--- src/rtl/mips_multicycle_control_if.sv ---
// Control interface between the multicycle MIPS controller (master) and the datapath (slave).
// The master receives the opcode, funct and zero flag, and drives every datapath strobe.
interface mips_multicycle_control_if;
  logic [5:0] OP_i;
  logic [5:0] Funct_i;
  logic       ZERO_i;
  logic       IorD_o;
  logic       MemWrite_o;
  logic       IRWrite_o;
  logic       RegDst_o;
  logic       MemtoReg_o;
  logic       RegWrite_o;
  logic       ALUSrcA_o;
  logic       PCSrc_o;
  logic       PCEn_o;
  logic [1:0] ALUSrcB_o;
  logic [2:0] ALUControl_o;
  logic [3:0] State_o;
  logic       Illegal_o;

  modport master (
    input  OP_i, Funct_i, ZERO_i,
    output IorD_o, MemWrite_o, IRWrite_o, RegDst_o, MemtoReg_o, RegWrite_o,
           ALUSrcA_o, PCSrc_o, PCEn_o, ALUSrcB_o, ALUControl_o, State_o, Illegal_o
  );

  modport slave (
    output OP_i, Funct_i, ZERO_i,
    input  IorD_o, MemWrite_o, IRWrite_o, RegDst_o, MemtoReg_o, RegWrite_o,
           ALUSrcA_o, PCSrc_o, PCEn_o, ALUSrcB_o, ALUControl_o, State_o, Illegal_o
  );
endinterface

--- src/rtl/mips_multicycle_control.sv ---
// Multicycle MIPS control FSM (R-type, lw, sw, beq, addi); Moore strobes except PCEn.
// Optional macro CTRL_BNE_EN adds bne (opcode 6'h05) sharing the BRANCH state.
module mips_multicycle_control (
  input  logic                              clk,
  input  logic                              reset,
  mips_multicycle_control_if.master         ctrl
);
  localparam logic [5:0] OP_RTYPE = 6'h00;
  localparam logic [5:0] OP_LW    = 6'h23;
  localparam logic [5:0] OP_SW    = 6'h2B;
  localparam logic [5:0] OP_BEQ   = 6'h04;
  localparam logic [5:0] OP_ADDI  = 6'h08;
`ifdef CTRL_BNE_EN
  localparam logic [5:0] OP_BNE   = 6'h05;
`endif

  localparam logic [5:0] F_ADD = 6'h20;
  localparam logic [5:0] F_SUB = 6'h22;
  localparam logic [5:0] F_AND = 6'h24;
  localparam logic [5:0] F_OR  = 6'h25;
  localparam logic [5:0] F_SLT = 6'h2A;

  localparam logic [2:0] ALU_ADD = 3'b010;
  localparam logic [2:0] ALU_SUB = 3'b110;
  localparam logic [2:0] ALU_AND = 3'b000;
  localparam logic [2:0] ALU_OR  = 3'b001;
  localparam logic [2:0] ALU_SLT = 3'b111;

  localparam logic [3:0] S_FETCH  = 4'd0;
  localparam logic [3:0] S_DECODE = 4'd1;
  localparam logic [3:0] S_MEMADR = 4'd2;
  localparam logic [3:0] S_MEMRD  = 4'd3;
  localparam logic [3:0] S_MEMWB  = 4'd4;
  localparam logic [3:0] S_MEMWR  = 4'd5;
  localparam logic [3:0] S_EXEC   = 4'd6;
  localparam logic [3:0] S_ALUWB  = 4'd7;
  localparam logic [3:0] S_BRANCH = 4'd8;
  localparam logic [3:0] S_ADDIEX = 4'd9;
  localparam logic [3:0] S_ADDIWB = 4'd10;

  logic [3:0] state_q, state_d;

  logic       is_bne;
  logic       op_legal;
  logic       branch_cond;
  logic [2:0] funct_alu;
  logic       funct_ok;

  logic       iord, mem_write, ir_write, reg_dst, mem_to_reg, reg_write;
  logic       alu_src_a, pc_src, pc_write, branch, illegal;
  logic [1:0] alu_src_b;
  logic [2:0] alu_control;

`ifdef CTRL_BNE_EN
  assign is_bne      = (ctrl.OP_i == OP_BNE);
  assign branch_cond = is_bne ? ~ctrl.ZERO_i : ctrl.ZERO_i;
`else
  assign is_bne      = 1'b0;
  assign branch_cond = ctrl.ZERO_i;
`endif

  assign op_legal = (ctrl.OP_i == OP_LW)  || (ctrl.OP_i == OP_SW)  ||
                    (ctrl.OP_i == OP_RTYPE) || (ctrl.OP_i == OP_BEQ) ||
                    (ctrl.OP_i == OP_ADDI) || is_bne;

  always_ff @(posedge clk or negedge reset) begin
    if (!reset) state_q <= S_FETCH;
    else        state_q <= state_d;
  end

  always_comb begin
    state_d = S_FETCH;
    case (state_q)
      S_FETCH:  state_d = S_DECODE;
      S_DECODE: begin
        if ((ctrl.OP_i == OP_LW) || (ctrl.OP_i == OP_SW)) state_d = S_MEMADR;
        else if (ctrl.OP_i == OP_RTYPE)                  state_d = S_EXEC;
        else if ((ctrl.OP_i == OP_BEQ) || is_bne)         state_d = S_BRANCH;
        else if (ctrl.OP_i == OP_ADDI)                    state_d = S_ADDIEX;
        else                                              state_d = S_FETCH;
      end
      S_MEMADR: state_d = (ctrl.OP_i == OP_LW) ? S_MEMRD : S_MEMWR;
      S_MEMRD:  state_d = S_MEMWB;
      S_EXEC:   state_d = S_ALUWB;
      S_ADDIEX: state_d = S_ADDIWB;
      // Writeback/terminal states and unused codes 11-15 all restart at FETCH.
      default:  state_d = S_FETCH;
    endcase
  end

  always_comb begin
    funct_alu = ALU_ADD;
    funct_ok  = 1'b1;
    case (ctrl.Funct_i)
      F_ADD:   funct_alu = ALU_ADD;
      F_SUB:   funct_alu = ALU_SUB;
      F_AND:   funct_alu = ALU_AND;
      F_OR:    funct_alu = ALU_OR;
      F_SLT:   funct_alu = ALU_SLT;
      default: funct_ok  = 1'b0;
    endcase
  end

  always_comb begin
    iord        = 1'b0;
    mem_write   = 1'b0;
    ir_write    = 1'b0;
    reg_dst     = 1'b0;
    mem_to_reg  = 1'b0;
    reg_write   = 1'b0;
    alu_src_a   = 1'b0;
    pc_src      = 1'b0;
    pc_write    = 1'b0;
    branch      = 1'b0;
    illegal     = 1'b0;
    alu_src_b   = 2'b00;
    alu_control = ALU_ADD;
    case (state_q)
      S_FETCH: begin
        alu_src_b = 2'b01;
        ir_write  = 1'b1;
        pc_write  = 1'b1;
      end
      S_DECODE: begin
        alu_src_b = 2'b11;
        illegal   = ~op_legal;
      end
      S_MEMADR, S_ADDIEX: begin
        alu_src_a = 1'b1;
        alu_src_b = 2'b10;
      end
      S_MEMRD: iord = 1'b1;
      S_MEMWB: begin
        mem_to_reg = 1'b1;
        reg_write  = 1'b1;
      end
      S_MEMWR: begin
        iord      = 1'b1;
        mem_write = 1'b1;
      end
      S_EXEC: begin
        alu_src_a   = 1'b1;
        alu_control = funct_alu;
        illegal     = ~funct_ok;
      end
      S_ALUWB: begin
        reg_dst   = 1'b1;
        reg_write = 1'b1;
      end
      S_BRANCH: begin
        alu_src_a   = 1'b1;
        alu_control = ALU_SUB;
        pc_src      = 1'b1;
        branch      = 1'b1;
      end
      S_ADDIWB: reg_write = 1'b1;
      default: ;
    endcase
  end

  // Write enables are gated by reset directly so nothing commits while reset is held.
  assign ctrl.IorD_o       = iord;
  assign ctrl.MemWrite_o   = mem_write & reset;
  assign ctrl.IRWrite_o    = ir_write & reset;
  assign ctrl.RegDst_o     = reg_dst;
  assign ctrl.MemtoReg_o   = mem_to_reg;
  assign ctrl.RegWrite_o   = reg_write & reset;
  assign ctrl.ALUSrcA_o    = alu_src_a;
  assign ctrl.PCSrc_o      = pc_src;
  assign ctrl.PCEn_o       = (pc_write | (branch & branch_cond)) & reset;
  assign ctrl.ALUSrcB_o    = alu_src_b;
  assign ctrl.ALUControl_o = alu_control;
  assign ctrl.State_o      = state_q;
  assign ctrl.Illegal_o    = illegal & reset;
endmodule

--- src/flat_wrapper.sv ---
// flat-port wrapper written by rule: the top's interface ports become plain ports
module mips_multicycle_control_flat 
  (clk, reset, ctrl_OP_i, ctrl_Funct_i, ctrl_ZERO_i, ctrl_IorD_o, ctrl_MemWrite_o, ctrl_IRWrite_o, ctrl_RegDst_o, ctrl_MemtoReg_o, ctrl_RegWrite_o, ctrl_ALUSrcA_o, ctrl_PCSrc_o, ctrl_PCEn_o, ctrl_ALUSrcB_o, ctrl_ALUControl_o, ctrl_State_o, ctrl_Illegal_o);
  mips_multicycle_control_if ctrl_i ();
  input  logic clk;
  input  logic reset;
  input wire logic [$bits(ctrl_i.OP_i)-1:0] ctrl_OP_i;
  input wire logic [$bits(ctrl_i.Funct_i)-1:0] ctrl_Funct_i;
  input wire logic [$bits(ctrl_i.ZERO_i)-1:0] ctrl_ZERO_i;
  output wire logic [$bits(ctrl_i.IorD_o)-1:0] ctrl_IorD_o;
  output wire logic [$bits(ctrl_i.MemWrite_o)-1:0] ctrl_MemWrite_o;
  output wire logic [$bits(ctrl_i.IRWrite_o)-1:0] ctrl_IRWrite_o;
  output wire logic [$bits(ctrl_i.RegDst_o)-1:0] ctrl_RegDst_o;
  output wire logic [$bits(ctrl_i.MemtoReg_o)-1:0] ctrl_MemtoReg_o;
  output wire logic [$bits(ctrl_i.RegWrite_o)-1:0] ctrl_RegWrite_o;
  output wire logic [$bits(ctrl_i.ALUSrcA_o)-1:0] ctrl_ALUSrcA_o;
  output wire logic [$bits(ctrl_i.PCSrc_o)-1:0] ctrl_PCSrc_o;
  output wire logic [$bits(ctrl_i.PCEn_o)-1:0] ctrl_PCEn_o;
  output wire logic [$bits(ctrl_i.ALUSrcB_o)-1:0] ctrl_ALUSrcB_o;
  output wire logic [$bits(ctrl_i.ALUControl_o)-1:0] ctrl_ALUControl_o;
  output wire logic [$bits(ctrl_i.State_o)-1:0] ctrl_State_o;
  output wire logic [$bits(ctrl_i.Illegal_o)-1:0] ctrl_Illegal_o;
  assign ctrl_i.OP_i = ctrl_OP_i;
  assign ctrl_i.Funct_i = ctrl_Funct_i;
  assign ctrl_i.ZERO_i = ctrl_ZERO_i;
  assign ctrl_IorD_o = ctrl_i.IorD_o;
  assign ctrl_MemWrite_o = ctrl_i.MemWrite_o;
  assign ctrl_IRWrite_o = ctrl_i.IRWrite_o;
  assign ctrl_RegDst_o = ctrl_i.RegDst_o;
  assign ctrl_MemtoReg_o = ctrl_i.MemtoReg_o;
  assign ctrl_RegWrite_o = ctrl_i.RegWrite_o;
  assign ctrl_ALUSrcA_o = ctrl_i.ALUSrcA_o;
  assign ctrl_PCSrc_o = ctrl_i.PCSrc_o;
  assign ctrl_PCEn_o = ctrl_i.PCEn_o;
  assign ctrl_ALUSrcB_o = ctrl_i.ALUSrcB_o;
  assign ctrl_ALUControl_o = ctrl_i.ALUControl_o;
  assign ctrl_State_o = ctrl_i.State_o;
  assign ctrl_Illegal_o = ctrl_i.Illegal_o;
  mips_multicycle_control u_core (.clk(clk), .reset(reset), .ctrl(ctrl_i));
endmodule
--- config.mk ---
export PLATFORM = sky130hd
export DESIGN_NAME = mips_multicycle_control_flat
export DESIGN_NICKNAME = d
export VERILOG_FILES = /design/src/rtl/mips_multicycle_control_if.sv /design/src/rtl/mips_multicycle_control.sv /design/src/flat_wrapper.sv
export SDC_FILE = /design/constraint.sdc
export NUM_CORES = 1
export LEC_CHECK = 0
export CAP_MARGIN = 20
export CORE_MARGIN = 2
export CORE_UTILIZATION = 39
export CTS_BUF_LIST = sky130_fd_sc_hd__clkbuf_4 sky130_fd_sc_hd__clkbuf_8
export CTS_CLUSTER_DIAMETER = 150
export DETAILED_ROUTE_END_ITERATION = 8
export MAX_ROUTING_LAYER = met4
export PLACE_DENSITY = 0.95
export SLEW_MARGIN = 10
export SYNTH_ARGS = -nofsm -noshare
export SYNTH_HDL_FRONTEND = slang
export SYNTH_SLANG_ARGS = --single-unit
--- constraint.sdc ---
create_clock -name clk -period 4.2 [get_ports clk]
set_clock_uncertainty 0.2 [all_clocks]
set_input_delay 0.84 -clock clk [delete_from_list [all_inputs] [get_ports clk]]
set_output_delay 0.84 -clock clk [all_outputs]
set_load 0.02 [all_outputs]
# Yosys cells after proc, flatten, opt, wreduce, memory -nomap -nowiden

Cells that the tools add are included.
W data, S select, Z words.

Flip-flop bits (word level): 4
Output and inout port bits: 19
Logic and storage cells: 59

Equality and inequality tests: 19
Multiplexer cells: 19
Bitwise operators: 9
Reductions and logical operators: 11

Operator list:

| operator             | number |
|---|---|
| $eq A6 B6 Y1 const B | 7 |
| $pmux W4 S6          | 1 |
| $eq A4 B3 Y1 const B | 4 |
| $mux W4              | 4 |
| $eq A4 B4 Y1 const B | 3 |
| $pmux W3 S4          | 1 |
| $mux W1              | 9 |
| $eq A4 B2 Y1 const B | 2 |
| $and A1 B1 Y1        | 6 |
| $eq A6 B3 Y1 const B | 1 |
| $eq A6 B4 Y1 const B | 1 |
| $logic_not A6 Y1     | 1 |
| $pmux W2 S3          | 1 |
| $pmux W3 S2          | 1 |
| $reduce_or A5 Y1     | 1 |
| $eq A4 B1 Y1 const B | 1 |
| $logic_not A4 Y1     | 1 |
| $logic_or A1 B1 Y1   | 4 |
| $reduce_or A2 Y1     | 2 |
| $reduce_or A4 Y1     | 1 |
| $mux W3              | 1 |
| $reduce_or A3 Y1     | 1 |
| $not A1 Y1           | 2 |
| $pmux W1 S2          | 1 |
| $or A1 B1 Y1         | 1 |

# Depth between registers and ports, before layout

Gate-level depths: netlist of the first run.

Depth in word-level cells: 8
Depth in mapped cells: 4

# Least setup slack after synthesis of the first run

No wires, ideal clock.

Path type: input -> output
Start point: input ctrl_Funct_i[0]
End point: output ctrl_ALUControl_o[0]
Arrival time: 1.739 ns
Slack: 1.421 ns
Cell stages on the path: 3
Path buffers: 0
Path through: or3b_1 o2bb2a_4 nor2_1

Longest elaborated chain between the ends: 3
Elaborated cells between the ends (all ways): 6
Those cells by class: eq/ne (4); mux (2)

Ends and longest elaborated chain:

| what          | RTL line                       | RTL |
|---|---|---|
| from (decl)   | flat_wrapper.sv:8              | `input wire logic [$bits(ctrl_i.Funct_i)-1:0] ctrl_Funct_i;` |
| $eq A6 B6 Y1  | mips_multicycle_control.sv:94  | `case (ctrl.Funct_i)` |
| $pmux W3 S4 * | mips_multicycle_control.sv:94  |  |
| $pmux W3 S2 * | mips_multicycle_control.sv:118 | `case (state_q)` |
| to (decl)     | flat_wrapper.sv:20             | `output wire logic [$bits(ctrl_i.ALUControl_o)-1:0] ctrl_ALUControl_o;` |

Mark *: on every way between the ends. The rest lies on a longest branch, timed or not.

# Worst setup path after layout of the first run

Start point: input ctrl_Funct_i[1]
End point: output ctrl_ALUControl_o[0]

Same word-level chain as after synthesis.

==> results of run 1 <==
-- cells in the mapped netlist (all sizes together) --
cell	number	share of area, %
or3	1	1.2
inv	5	3.6
a21oi	5	4.8
and2b	1	1.4
a2111o	1	2.2
mux2	1	2.2
and3	4	4.8
or3b	1	1.7
o21a	1	1.4
or2	1	1.2
nand2	1	0.72
nor2	6	4.3
nand4	2	2.4
o21ai	1	0.96
o2bb2a	1	3.9
a31oi	2	2.4
nor2b	1	1.2
buf	4	3.9
o21bai	1	1.4
dfrtp	4	19
nand4b	1	1.7
nand2b	6	7.2
nor3b	2	2.9
a221oi	2	3.4
xnor2	1	1.7
a21o	1	1.4
nor3	7	8.7
xor2	1	1.7
o211a	1	1.9
nand3	1	0.96
o32ai	2	3.4
-- critical path: cells and delay by family --
| family | cells | cell delay [ns] |
|---|---|---|
| buffers and inverters | 2 | 1.12 |
| AO/OA/AOI/OAI | 1 | 0.23 |
| AND/OR/NAND/NOR | 2 | 0.48 |
-- path summary, 6_finish.rpt --
path,start,to
max in group asynchronous,reset,u_core.ctrl.State_o[1]
max,ctrl_Funct_i[1],ctrl_ALUControl_o[0]
min,u_core.ctrl.State_o[3],u_core.ctrl.State_o[0]
min reg2reg,u_core.ctrl.State_o[3],u_core.ctrl.State_o[0]
max reg2reg,u_core.ctrl.State_o[0],u_core.ctrl.State_o[1]
min in group asynchronous,reset,u_core.ctrl.State_o[3]
-- layer usage --
| layer | global-route usage (%) | wire length (um) |
|---|---|---|
| met1 | 25.3 | 597 |
| met2 | 40.9 | 771 |
| met3 | 7.78 | 113 |
| met4 | 10.0 | 0 |
| met5 | - | 0 |
-- final cells by class --
class	count	area share, %
clock buffers	3	2.59
repair buffers	33	37.9
well taps	15	2.16
flip-flops and latches	4	11.5
multi-input cells	56	43.7
inverters	5	2.16
-- where the power goes --
| part | internal, mW | switching, mW | total (mW) |
|---|---|---|---|
| Clock | 0.0321 | 0.0183 | 0.0504 |
| Combinational | 0.0860 | 0.0813 | 0.167 |
| Sequential | 0.0457 | 0.0234 | 0.0691 |
-- per-stage QoR --
| stage | hold slack (ns) | utilization (%) | setup WS [ns] |
|---|---|---|---|
| global placement | 0.505 | 66.9 | 0.539 |
| CTS | 0.523 | 68.6 | 0.499 |
| finish | 0.535 | 68.6 | 0.495 |
| global route | 0.558 | 68.6 | 0.405 |
| floorplan | 0.344 | - | 1.42 |
| detailed placement | 0.512 | 66.9 | 0.509 |
-- logic make-up after synthesis --
family	synth area share [%]
AO/OA/AOI/OAI	27.2
XOR/XNOR	3.37
buffers and inverters	7.47
flip-flops	19.3
multiplexers	2.17
AND/OR/NAND/NOR	40.5
==> results.toml, run 1 <==
[run_status]
outcome = "completed"

[cts]
clkTransAtPathRegs_ns = 0.04
clock_path_buffers = 2
cts_tree = "built"
root_buffer = "clkbuf_4"
cts_hold_buf = 0
clock_sinks = 4
clkLatencyLatePin_ns = 0.24
cts-resized-gates = 0
postCtsSetupBuffers = 0
numCtsBuffers = 3
htree_levels = 1

[die]
rows = 13
die-area_um2 = 1640
initial_core_util_pct = 40.9
fp.dieH_um = 40.5
core-area_um2 = 1270
ios = 34
die_w_um = 40.5

[setup_path]
reg2regPathDepth = 3
max_stage_delay_ns = 0.60
crit_type = "in -> out"
timing.critical_path.cells = "clkdlybuf4s50_1, or3b_1, o2bb2a_4, nor2_1, clkdlybuf4s50_1"
cp.arrival_ns = 2.66
slowest_stage = "clkdlybuf4s50_1"
critPathCaptureType = "output port"
crit_path_frequent_cell = "clkdlybuf4s50_1"
r2r_slack_ns = 2.65
critical_path_required_ns = 3.16
crit_fanout = 4
critPathLaunchType = "primary input"

[logic_synthesis]
ys_types = 32
yosys_warnings = 0
syn_nets = 84
yosysSeqAreaShare_pct = 19.3
synthCells = 69
syn_area_um2 = 519
synth_seq_cells = 4
postSynthAreaPerCell_um2 = 7.53

[finish]
seqCellArea_um2 = 100
largest_reg_flops = 4
fill_cells = 107
drive_above_1_share_pct = 7.92
antenna_cells = 0
final_common_cell = "clkdlybuf4s50_1"
final_cell_mix = "clkdlybuf4s50_1 (33), nand2b_1 (6), nor2_1 (6)"
layoutNonFillerInstCount = 116
final_area_um2 = 871
finalNetCount = 118
multi_input_area_um2 = 380
area_delta_synth_final_pct = 67.7

[drt]
vias = 620
wl_per_cell_um = 12.8
postRouteAntennaNets = 0
drc_errors = 0
drt-initial-drc-count = 13
first_pass_iters = 4
routed_wl_um = 1480
viasPerCell = 5.34

[timing]
rsz0062_at_grt = "false"
final_max_slew_viol_count = 0
timing.fmax_mhz = 270
setup_viol = 0
layout_min_cycle_time_ns = 3.70
fin_tns_setup_ns = 0
finalHoldViolCount = 0
relSlewSlack_pct = 72.5
worst_slew_pin_slew_ns = 0.413
post-route-period-util_pct = 88.2

[pwr]
powerDensity_nw_per_um2 = 329
ir_drop_mv = 0.292
power.total_mw = 0.287
leakage_nw = 0.335

[global_route]
antenna_found_initial = 0
overflow = 0
grt_pass1_vias = 591
grt_max_degree = 15
grt_util_all_layers_pct = 24.1
grt_first_pass_wirelength_um = 2520

[placement]
place_inst = 113
globalplace.congestion = 0.859
place_area_um2 = 848
hpwlAfterDp_um = 1160
portBuffers = 33

[job]
drv_cap = 0

[hold_path]
hold_class = "reg -> reg"
min_path_cells = 1
Power figures use the tool's default switching activity.
==> run 2: changes to the inputs <==
--- a/config.mk
+++ b/config.mk
@@ -13,6 +13,7 @@
 export DETAILED_ROUTE_END_ITERATION = 8
 export MAX_ROUTING_LAYER = met4
 export PLACE_DENSITY = 0.95
+export REMOVE_ABC_BUFFERS = 1
 export SLEW_MARGIN = 10
 export SYNTH_ARGS = -nofsm -noshare
 export SYNTH_HDL_FRONTEND = slang
==> results.toml, run 2 (synthesis gave the netlist of run 1 again) <==
[pwr]
power.switching_mw = 0.122
seq_power_share_pct = 24.2
powerDensity_nw_per_um2 = 328
p_comb_share_pct = 58.9
p_int_mw = 0.164
swShare_pct = 42.7
ir_drop_mv = 0.166
power_frac_clock_pct = 16.9
leakage_nw = 0.335

[drt]
viasPerCell = 5.79
wl_per_cell_um = 13.0
drt-initial-drc-count = 15
postRouteAntennaNets = 0
drc_errors = 0
first_pass_iters = 5
routed_wl_um = 1500
vias = 672

[finish]
drive_above_1_share_pct = 7.92
fill_cells = 116
finalNetCount = 118
area_delta_synth_final_pct = 67.7
largest_reg_flops = 4
multi_input_area_um2 = 380
final_cell_mix = "clkdlybuf4s50_1 (33), nand2b_1 (6), nor2_1 (6)"
layoutNonFillerInstCount = 116
seqCellArea_um2 = 100
final_common_cell = "clkdlybuf4s50_1"
antenna_cells = 0

[global_route]
antenna_found_initial = 0
grt_pass1_vias = 547
overflow = 0
grt_util_all_layers_pct = 22.0
grt_first_pass_wirelength_um = 2300
grt_max_degree = 15

[die]
core-area_um2 = 1270
die-area_um2 = 1640
ios = 34
rows = 13
initial_core_util_pct = 40.9
fp.dieH_um = 40.5
die_w_um = 40.5

[timing]
worst_slew_pin_slew_ns = 0.431
setup_viol = 0
layout_min_cycle_time_ns = 3.69
final_max_slew_viol_count = 0
timing.fmax_mhz = 271
finalHoldViolCount = 0
post-route-period-util_pct = 87.8
fin_tns_setup_ns = 0
relSlewSlack_pct = 71.3
rsz0062_at_grt = "false"
whs_ns = 0.545

[run_status]
outcome = "completed"

[setup_path]
cp.arrival_ns = 2.65
critPathCapture = "ctrl_ALUControl_o[0]"
critical_path_required_ns = 3.16
critPathLaunchType = "primary input"
r2r_slack_ns = 2.66
reg2reg_from = "u_core.ctrl.State_o[0]"
reg2regPathDepth = 3
setup.worst_path.start = "ctrl_Funct_i[1]"
crit_type = "in -> out"
crit_fanout = 4
critPathCaptureType = "output port"
worstReg2RegEnd = "u_core.ctrl.State_o[1]"

[hold_path]
hold_class = "reg -> reg"

[cts]
cts_hold_buf = 0
htree_levels = 1
numCtsBuffers = 3
cts_tree = "built"
clkLatencyLatePin_ns = 0.23
clock_sinks = 4
postCtsSetupBuffers = 0
clock_path_buffers = 2
root_buffer = "clkbuf_4"
cts-resized-gates = 0
clkTransAtPathRegs_ns = 0.04

[placement]
globalplace.congestion = 0.879
place_inst = 113
hpwlAfterDp_um = 1200
portBuffers = 33

[job]
drv_cap = 0
[run 2: cell counts in the layout (fill, tap and decap cells not counted)]
No cell type changed its count.
[run 2: layout make-up]
class / instances / area share [%]
timing repair buffer: 33 / 37.9
sequential: 4 / 11.5
tap: 15 / 2.16
clock buffer: 3 / 2.59
inverter: 5 / 2.16
multi-input combinational: 56 / 43.7
[run 2: metrics by stage]
step	util (%)	instance area [um^2]	power [mW]	worst slack, ns
floorplan	-	499	0.150	1.42
global placement	66.9	848	0.233	0.550
detailed placement	66.9	848	0.237	0.514
CTS	68.6	871	0.286	0.512
global route	68.6	871	0.309	0.458
finish	68.6	871	0.286	0.514
[run 2: power by group through the flow]
| stage | Clock (mW) | Combinational, mW | Sequential [mW] |
|---|---|---|---|
| after floorplan | 0 | 0.0778 | 0.0720 |
| after global placement | 0 | 0.165 | 0.0683 |
| after detailed placement | 0 | 0.168 | 0.0690 |
| after CTS | 0.0491 | 0.168 | 0.0687 |
| after global routing | 0.0558 | 0.180 | 0.0726 |
| final | 0.0482 | 0.168 | 0.0691 |
[run 2: routing by layer]
metal / wire, um / GRT usage [%]
met2: 701 / 35.3
met3: 160 / 7.78
met4: 45 / 12.5
met5: 0 / -
met1: 596 / 23.1
[run 2: how the worst min path moves through the flow]
stage                     depth (start not counted)                      to  slack (ns)                    from
final                                             1  u_core.ctrl.State_o[3]        0.54  u_core.ctrl.State_o[2]
after global routing                              1  u_core.ctrl.State_o[0]        0.57  u_core.ctrl.State_o[3]
after CTS                                         1  u_core.ctrl.State_o[0]        0.54  u_core.ctrl.State_o[3]
after detailed placement                          1  u_core.ctrl.State_o[0]        0.53  u_core.ctrl.State_o[0]
after global placement                            1  u_core.ctrl.State_o[0]        0.51  u_core.ctrl.State_o[3]
after floorplan                                   0  u_core.ctrl.State_o[0]        0.34                   reset
[run 2: worst max-delay path: stages]
cell and delay, ns:
clkdlybuf4s50_1 0.51, or3b_1 0.40, o2bb2a_4 0.23, nor2_1 0.07, clkdlybuf4s50_1 0.60
==> run 3: changes to the inputs <==
--- a/config.mk
+++ b/config.mk
@@ -5,7 +5,7 @@
 export SDC_FILE = /design/constraint.sdc
 export NUM_CORES = 1
 export LEC_CHECK = 0
-export CAP_MARGIN = 20
+export CAP_MARGIN = 25
 export CORE_MARGIN = 2
 export CORE_UTILIZATION = 39
 export CTS_BUF_LIST = sky130_fd_sc_hd__clkbuf_4 sky130_fd_sc_hd__clkbuf_8
==> results of run 3 <==
Same layout as run 2: the final DEF is identical, and so are final timing and power.
